## src/rtl/pac_anim_seq.sv

```systemverilog
// Sprite animation sequencer: writable bitmap table, per-direction loop or ping-pong frame
// stepping on a prescaled tick, and a one-shot death sequence ending in a held last frame.
module pac_anim_seq #(
    parameter int unsigned SIDE         = 5,
    parameter int unsigned FRAMES       = 2,
    parameter int unsigned DEATH_FRAMES = 4,
    parameter int unsigned PRESCALE     = 1,
    parameter int unsigned PINGPONG     = 0,
    localparam int unsigned W     = SIDE * SIDE,
    localparam int unsigned DEPTH = 4 * FRAMES + DEATH_FRAMES,
    localparam int unsigned AW    = (DEPTH > 1) ? $clog2(DEPTH) : 1,
    localparam int unsigned FMAX  = (FRAMES > DEATH_FRAMES) ? FRAMES : DEATH_FRAMES,
    localparam int unsigned FW    = (FMAX > 1) ? $clog2(FMAX) : 1
) (
    input  logic          clock,
    input  logic          reset,
    input  logic          tick,
    input  logic [2:0]    dir_in,
    input  logic          freeze,
    input  logic          die,
    input  logic          revive,
    input  logic          wr_en,
    input  logic [AW-1:0] wr_addr,
    input  logic [W-1:0]  wr_data,
    output logic [W-1:0]  shape,
    output logic [1:0]    cur_dir,
    output logic [FW-1:0] frame,
    output logic          dying,
    output logic          done
);

    localparam int unsigned CW = (PRESCALE > 1) ? $clog2(PRESCALE) : 1;

    typedef enum logic [1:0] {StRun, StDying, StDead} state_e;

    state_e        state_q, state_d;
    logic [1:0]    dir_q, dir_d;
    logic [FW-1:0] frame_q, frame_d;
    logic          up_q, up_d;
    logic [CW-1:0] cnt_q, cnt_d;
    logic [W-1:0]  table_q [DEPTH];
    logic [AW-1:0] idx;

    logic          cnt_wrap, step;
    logic [CW-1:0] cnt_next;

    assign cnt_wrap = (cnt_q == CW'(PRESCALE - 1));
    assign step     = tick && cnt_wrap;
    assign cnt_next = cnt_wrap ? '0 : cnt_q + 1'b1;

    always_ff @(posedge clock or posedge reset) begin
        if (reset) begin
            state_q <= StRun;
            dir_q   <= 2'd0;
            frame_q <= '0;
            up_q    <= 1'b1;
            cnt_q   <= '0;
        end else begin
            state_q <= state_d;
            dir_q   <= dir_d;
            frame_q <= frame_d;
            up_q    <= up_d;
            cnt_q   <= cnt_d;
        end
    end

    always_comb begin
        state_d = state_q;
        dir_d   = dir_q;
        frame_d = frame_q;
        up_d    = up_q;
        cnt_d   = cnt_q;
        unique case (state_q)
            StRun: begin
                if (die) begin
                    state_d = StDying;
                    frame_d = '0;
                    cnt_d   = '0;
                end else if (tick && !freeze) begin
                    cnt_d = cnt_next;
                    if (step) begin
                        if (!dir_in[2]) dir_d = dir_in[1:0];
                        if (FRAMES == 1) begin
                            frame_d = '0;
                        end else if (PINGPONG == 0) begin
                            frame_d = (frame_q == FW'(FRAMES - 1)) ? '0 : frame_q + 1'b1;
                        end else if (up_q) begin
                            // Turn around at the top without repeating the endpoint.
                            if (frame_q == FW'(FRAMES - 1)) begin
                                up_d    = 1'b0;
                                frame_d = frame_q - 1'b1;
                            end else begin
                                frame_d = frame_q + 1'b1;
                            end
                        end else begin
                            if (frame_q == '0) begin
                                up_d    = 1'b1;
                                frame_d = frame_q + 1'b1;
                            end else begin
                                frame_d = frame_q - 1'b1;
                            end
                        end
                    end
                end
            end
            StDying: begin
                if (tick) begin
                    cnt_d = cnt_next;
                    if (step) begin
                        if (frame_q == FW'(DEATH_FRAMES - 1)) state_d = StDead;
                        else frame_d = frame_q + 1'b1;
                    end
                end
            end
            StDead: begin
                if (revive) begin
                    state_d = StRun;
                    dir_d   = 2'd0;
                    frame_d = '0;
                    up_d    = 1'b1;
                    cnt_d   = '0;
                end else if (tick) begin
                    cnt_d = cnt_next;
                end
            end
            default: state_d = StRun;
        endcase
    end

    always_ff @(posedge clock or posedge reset) begin
        if (reset) begin
            for (int i = 0; i < int'(DEPTH); i++) table_q[i] <= '0;
        end else if (wr_en && (32'(wr_addr) < DEPTH)) begin
            table_q[wr_addr] <= wr_data;
        end
    end

    always_comb begin
        if (state_q == StRun) idx = AW'(dir_q) * AW'(FRAMES) + AW'(frame_q);
        else idx = AW'(4 * FRAMES) + AW'(frame_q);
    end

    assign shape   = table_q[idx];
    assign cur_dir = dir_q;
    assign frame   = frame_q;
    assign dying   = (state_q == StDying);
    assign done    = (state_q == StDead);

endmodule

```

## config.mk

```make
export PLATFORM = sky130hd
export DESIGN_NAME = pac_anim_seq
export DESIGN_NICKNAME = d
export VERILOG_FILES = /design/src/rtl/pac_anim_seq.sv
export SDC_FILE = /design/constraint.sdc
export NUM_CORES = 1
export LEC_CHECK = 0
export CAP_MARGIN = 10
export CORE_ASPECT_RATIO = 1.25
export CORE_MARGIN = 3
export CORE_UTILIZATION = 35
export DETAILED_ROUTE_END_ITERATION = 10
export PLACE_DENSITY = 0.6
export SYNTH_ARGS = -nofsm -noshare
export SYNTH_HDL_FRONTEND = slang
export SYNTH_SLANG_ARGS = --single-unit
export TNS_END_PERCENT = 100
```

## constraint.sdc

```tcl
create_clock -name clock -period 13.5 [get_ports clock]
set_clock_uncertainty 0.05 [all_clocks]
set_input_delay 2.7 -clock clock [delete_from_list [all_inputs] [get_ports clock]]
set_output_delay 2.7 -clock clock [all_outputs]
set_load 0.1 [all_outputs]
```

## Yosys cells after proc, flatten, opt, wreduce, memory -nomap -nowiden

Index checks and enable logic that the tools add are counted.
Widths: inputs -> output; s select.

- $add $sub $neg: 4
- Magnitude comparators: 4
- Equal/unequal tests: 16
- Muxes and demuxes: 32
- Bitwise operators: 3
- Reduce and logical (&&, ||, !) cells: 12

Operator list:

| cell | number |
|---|---|
| $bwmux 300 | 1 |
| $bmux 25 s4 | 1 |
| $demux 25 s4 | 1 |
| $mux 25 | 3 |
| $mux 2 | 16 |
| $ne 2x2->1 const B | 8 |
| $pmux 2 s3 | 2 |
| $ge 5x5->1 const B | 2 |
| $not 4->5 | 2 |
| $reduce_and 7->1 | 1 |
| $ne 3x3->1 const B | 2 |
| $reduce_and 6->1 | 1 |
| $lt 5x1->1 const B | 1 |
| $mux 1 | 5 |
| $reduce_and 5->1 | 1 |
| $add 3x2->4 | 1 |
| $add 4x2->4 const A | 1 |
| $eq 2x1->1 const B | 2 |
| $eq 2x2->1 const B | 2 |
| $logic_and 1x1->1 | 4 |
| $lt 4x4->1 const B | 1 |
| $mux 4 | 1 |
| $ne 2x1->1 const B | 2 |
| $pmux 2 s2 | 1 |
| 9 further kinds | 9 |

- Flip-flop bits (word level): 307
- Input bits: 39
- Output and inout bits: 31
- Logic and storage cells: 87

## Logic depth before layout (Yosys ltp)

Gate-level depths: netlist of the first run.

- Depth in word-level cells: 6
- Depth in mapped cells: 9

## Worst setup path before layout of the first run

No wires, ideal clock.

- Path kind: register to output
- Start point: reg frame_q[1], in the netlist frame[1]
- End point: out shape[0]
- Data arrival time: 3666 ps
- Setup slack: 7084 ps
- Stages on the path, launching flop included: 7
- Path through: dfrtp_1 -> ha_1 -> ha_1 -> nand2_1 -> nand3_1 -> clkbuf_1 -> o221ai_1

- Cells in the longest elaborated chain, start to end: 6

RTL lines:

| item | line | source |
|---|---|---|
| start, declared | 38 | `logic [FW-1:0] frame_q, frame_d;` |
| start signal, assigned | 61 | `frame_q <= frame_d;` |
| $add 4x2->4 or $add 3x2->4 (tied branches) | 140, 139 |  |
| $mux 4 * | 139 | `if (state_q == StRun) idx = AW'(dir_q) * AW'(FRAMES) + AW'(frame_q);` |
| $not 4->5 (not written as such) * | 143 | `assign shape = table_q[idx];` |
| $bmux 25 s4 * | 143 |  |
| $mux 25 (not written as such) * (2 in a row) | 143 |  |
| end, declared | 25 | `output logic [W-1:0] shape,` |

Every way passes the cells marked *; elsewhere a longest branch is shown, timed or not. The select of a mux whose other input is x is not followed.

## Worst setup path in the final report of the first run

- Start point: reg frame_q[1], in the netlist frame[1]
- End point: out shape[23]

Same word-level chain as after synthesis.

==> summary.txt, run 1 <==
Synthesis Warnings: 0
Status: finished clean
Setup violations, final: 0
Post-detail-place hpwl: 18500 µm
Number of synthesized flops with an enable pin: 0
First-pass DRT Iterations: 4
Int Pwr: 2.31 mW
Post_cts resized: 0
DR iter-0 viols: 447
Power Density: 245 nW/µm²
Post-synth ARST share: 100%
Largest area contributor in the netlist: dfrtp_1
Register area share after synthesis: 54.4%
Area contributors post-synth: dfrtp_1 (54%), mux2_2 (22%), mux4_2 (8.0%), mux2i_1 (3.7%), mux2_4 (2.1%)
Core Rows: 81
Met3 GRT Util: 2.38%
Top Usage Layer GRT: met2
Avg Vias per Cell: 5.33
I/O pins: 70
Clk_lat worst skew: 0.49 ns
CTS H-tree depth: 2
Startpoint types: flip-flop
Syn nets: 961
Synth top area share: 54.4%
Fin crit share: 56.3%
Die Span Y: 231 µm
Post-synth top cells: dfrtp_1 (307), mux2_2 (277), mux2i_1 (52), mux4_2 (50), clkbuf_1 (31)
Max cap viols: 0
Main combinational cell family by area after synthesis: multiplexers
Mux cell area share after synthesis: 36.4%
Grt met2 use: 27.1%
Max Slew Vio Count: 0
Fin nets: 1000
Die X: 186 µm
Clock-pin slew of the registers on the worst-case setup and hold paths: 0.06 ns
WL final: 32400 µm
Post-DP Area: 15200 µm²
Number of fill cells: 3645
Fraction of the mapped netlist area in compound gates: 3.46%
Inserted Diodes: 0
Crit. End Element: output port
Final Instance Area: 16200 µm²
XOR/XNOR share of the synthesized area: 0%
Met1 Resource Use GR: 20.1%
Vias in the first global route: 8518
Grt ovf: 0
Netlist Area Pre-Place: 14100 µm²
CTS Buffer Depth: 3
Simple-gate share of the synthesized area: 1.60%
Cell variety after synth: 37
Adder-cell area share of the yosys netlist: 0.974%
Switch Pwr: 1.66 mW
Peak Freq: 131 MHz
Maximum VDD drop: 0.000191 V
Initial antenna violation count: 1
Synthesized area per cell: 15.5 µm²
Routed length per placed instance: 22.1 µm
Layout cells sized above 1: 43.3%
Max-slew headroom: 23.7%
Storage element area: 7680 µm²
Top FF cell, synth: dfrtp_1
Top-count cell post-synth: dfrtp_1
Die area: 42800 µm²
Setup_tns: 0 ns
Area Growth Syn to Fin: 14.8%
Total power: 3.97 mW
Global-route wire length before repair: 51000 µm
Vias after detailed routing: 7820
Initial Util: 35.7%
Clock network fraction of design power: 21.9%
I/O Buffers: 69
CTS Buf Count: 34
Multi-input gate area: 6060 µm²
CP arrival: 4.86 ns
Placer Congestion: 0.732
Final Hold Vio Count: 0
RSZ-0062 raised after global routing: no
Total GRT Usage: 15.4%
LEAKAGE: 7.06 nW
Largest net degree at the start of global routing: 135
Comb pwr share: 46.8%
Clock Sink Count: 307
Sw frac: 41.9%
Post-CTS setup buffer count: 0
Class of the worst hold path: reg -> reg
# hold bufs at CTS: 0
Seq pwr share: 31.4%
Drc violations: 0
Critical path class: reg -> out
Final ANT Viol Nets: 0
Register bit total from synthesis: 307
Core ar.: 39500 µm²
Mapped Cells: 911
Post-route minimum period: 7.61 ns
CTS tree: done
CP required: 10.75 ns
Worst-margin pin slew: 1.14 ns
Maximum fanout along the worst path: 52
Root cell of the clock tree: clkbuf_16
flip-flops by register name, indices dropped and copies added (netlist names):
signal,flops
cnt_q,1
cur_dir,2
state_q,2
table_q,300
frame,2
cells by family after synthesis:
family,count (synthesis)
multiplexers,406
flip-flops,307
buffers and inverters,88
AO/OA/AOI/OAI,62
AND/OR/NAND/NOR,37
adder cells (fa/ha/maj),11
worst max-delay path, stage by stage, from the launching register on:
cell and delay (ns):
dfrtp_1 0.46, ha_1 0.22, ha_1 0.28, nand2_2 0.05, buf_4 0.66, nand3_1 0.69
buf_4 0.45, o221ai_1 0.33, clkdlybuf4s50_1 1.20
per-layer routing:
metal	vias up	part of all wire, %
met5	-	0.040
met4	2	1.6
met3	42	3.3
met2	115	52
met1	4184	43
li1	3477	-
through the flow:
stage,instances,hold slack [ns],utilization (%),setup slack [ns]
floorplan,911,0.409,-,2.26
global placement,1412,0.420,38.5,6.42
detailed placement,1412,0.426,38.5,6.40
CTS,1468,0.440,41.0,5.84
global route,1468,0.459,41.0,5.72
finish,1468,0.437,41.0,5.89
placed cells by master (no fill, tap or decap), types with 2 or more instances in the layout:
cell,n
nand3_1,4
clkdlybuf4s50_1,69
nor2_1,2
o221ai_1,25
nand2b_1,5
mux2_1,6
buf_4,13
mux2i_1,52
a21oi_1,4
clkbuf_16,35
nor2b_1,5
dfrtp_1,307
clkinv_2,2
mux2_4,20
ha_1,11
mux4_2,50
inv_6,2
inv_1,7
nand2_1,3
mux2_2,277
a22oi_1,25
nor2_4,6
nand2b_2,2
clkbuf_1,14
clkbuf_8,3
power by group through the flow:
stage / logic, mW / registers [mW] / clock network [mW]
after global placement: 1.87 / 1.25 / 0
after global routing: 1.96 / 1.27 / 0.935
final: 1.86 / 1.25 / 0.869
after floorplan: 1.43 / 1.26 / 0
after detailed placement: 1.88 / 1.26 / 0
after CTS: 1.88 / 1.24 / 0.897
path summary, 6_finish.rpt:
kind	slack, ns	cells past startpoint	from	to
setup / recovery	5.89	8	frame[1]	shape[23]
hold / removal	0.44	1	table_q[236]	table_q[236]
setup reg to reg	11.02	6	frame[0]	frame[1]
hold reg to reg	0.44	1	table_q[236]	table_q[236]
max in group asynchronous	8.26	4	reset	table_q[28]
min in group asynchronous	2.69	2	reset	cnt_q
area by class of cell:
type	count	area share [%]
Sequential cell	307	47.4
Multi-Input combinational cell	516	37.4
Clock buffer	52	5.98
Timing Repair Buffer	82	4.86
Tap cell	498	3.84
Clock inverter	4	0.324
Inverter	9	0.262
Note: power is estimated with default switching activity, not from simulation.
==> inputs of run 2 (changes only) <==
==> constraint.sdc (replaced) <==
create_clock -name clock -period 7.9 [get_ports clock]
set_clock_uncertainty 0.05 [all_clocks]
set_input_delay 1.58 -clock clock [delete_from_list [all_inputs] [get_ports clock]]
set_output_delay 1.58 -clock clock [all_outputs]
set_load 0.1 [all_outputs]
==> run 2 against run 1 <==
Net effect:
- power is 72% higher
- setup slack lost 4.1 ns
- flip-flop and latch count stayed put
- combinational power grew 70%
- critical path depth stayed put
- global-route usage is 0.36 points lower
- worst hold slack improved by 0.0020 ns
- critical endpoint is now shape[5]
- wire length is 3.0% lower
==> summary.txt, run 2 (same netlist as run 1, synthesis figures left out) <==
Max reg flops: 300
First-pass DRT Iterations: 4
Clock-pin slew of the registers on the worst-case setup and hold paths: 0.07 ns
Worst R2R Setup Slack: 5.95 ns
Worst reg2reg path depth: 6
Critical path class: reg -> out
Max Slew Vio Count: 0
I/O Buffers: 69
Hold Path Sink: table_q[236]
Commonest non-fill, non-tap cell in the layout: dfrtp_1
Power Density: 419 nW/µm²
RSZ-0062 raised after global routing: no
# hold bufs at CTS: 0
Clock Sink Count: 307
Total GRT Usage: 15.0%
Placed insts: 1414
Hold WS: 0.439 ns
Final Hold Vio Count: 0
Vias in the first global route: 8701
Non-filler instance count after layout: 1470
Maximum fanout along the worst path: 28
Clk_lat worst skew: 0.56 ns
Peak Freq: 162 MHz
Initial Util: 35.7%
Worst r2r src: state_q[1]
Final ANT Viol Nets: 0
CP required: 6.27 ns
Fin nets: 998
Crit. End Element: output port
Grt ovf: 0
Routed length per placed instance: 21.4 µm
Worst-margin pin slew: 1.17 ns
CTS Buf Count: 30
Die Span Y: 231 µm
Post-detail-place hpwl: 17900 µm
Post-layout util: 41.2%
Top sig layer: met5
Post_cts resized: 0
Largest register by flop count: table_q
Most frequent cells in the layout: dfrtp_1 (307), mux2_2 (277), clkdlybuf4s50_1 (69)
Worst R2R End: cur_dir[0]
Max cap viols: 0
Die X: 186 µm
CTS tree: done
Global-route wire length before repair: 50600 µm
Number of fill cells: 3608
Final Instance Area: 16300 µm²
Initial antenna violation count: 2
Hold_sp: table_q[236]
Total power: 6.83 mW
Hold Path Depth: 1
Maximum VDD drop: 0.000282 V
LEAKAGE: 7.10 nW
Post-route minimum period: 6.16 ns
Avg Vias per Cell: 5.33
CP arrival: 4.53 ns
Status: finished clean
Pre-CTS WS: 2.28 ns
CTS H-tree depth: 1
WL final: 31400 µm
Largest net degree at the start of global routing: 83
Root cell of the clock tree: clkbuf_16
Fin worst setup slack: 1.74 ns
Post-DP Area: 15200 µm²
Max-slew headroom: 22.2%
Fin crit share: 77.9%
Met2 wire len: 15600 µm
I/O pins: 70
Layout cells sized above 1: 44.3%
Routed wl met3: 1370 µm
CTS Buffer Depth: 3
Core ar.: 39500 µm²
Die area: 42800 µm²
Drc violations: 0
Area Growth Syn to Fin: 15.2%
Inserted Diodes: 0
Setup violations, final: 0
Core Rows: 81
Startpoint types: flip-flop
Met1 wire length: 14000 µm
Post-CTS setup buffer count: 0
Setup_tns: 0 ns
Class of the worst hold path: reg -> reg
Placer Congestion: 0.695
DR iter-0 viols: 327
Vias after detailed routing: 7831
run 2: cell count changes in the layout (fill, tap and decap cells not counted), sizes merged:
cell      previous run  this run
clkinv               2         8
clkbuf              52        42
clkinvlp             0         2
bufinv               1         5
buf                 13        15
inv                 10         8
run 2: worst max-delay path by stage:
stage | slack (ns) | endpoint | depth (start not counted) | startpoint
after global routing | 1.57 | shape[5] | 8 | frame[1]
after CTS | 1.66 | shape[5] | 8 | frame[1]
after global placement | 2.35 | shape[5] | 8 | frame[1]
final | 1.74 | shape[5] | 8 | frame[1]
after detailed placement | 2.28 | shape[5] | 8 | frame[1]
after floorplan | 2.19 | cnt_q | 1 | reset
run 2: per-layer routing:
layer	global-route usage, %	vias to the layer above
met5	0	-
met4	3.40	4
met3	2.73	38
met2	25.7	109
met1	20.0	4212
li1	-	3468
run 2: cell type report:
class                           instances  area, µm²  area share, %
Tap cell                              498        623           3.83
Sequential cell                       307       7680           47.2
Clock inverter                         14        204           1.25
Multi-Input combinational cell        516       6070           37.2
Timing Repair Buffer                   84        803           4.93
Clock buffer                           42        867           5.32
Inverter                                9       38.8          0.238
run 2: worst max-delay path: stages, from the launching register on:
cell and delay [ns]:
dfrtp_1 0.46, ha_1 0.22, ha_1 0.29, nand2_2 0.60, buf_4 0.50, mux4_2 0.37, a22oi_1 0.30, o221ai_1 0.19
clkdlybuf4s50_1 1.00
run 2: where the power goes:
| group | leakage [nW] | total [mW] | internal, mW | switching [mW] |
|---|---|---|---|---|
| Combinational | 2.80 | 3.17 | 1.13 | 2.03 |
| Sequential | 3.77 | 2.12 | 1.94 | 0.183 |
| Clock | 0.529 | 1.54 | 0.929 | 0.611 |
| Total | 7.10 | 6.83 | 4.00 | 2.83 |
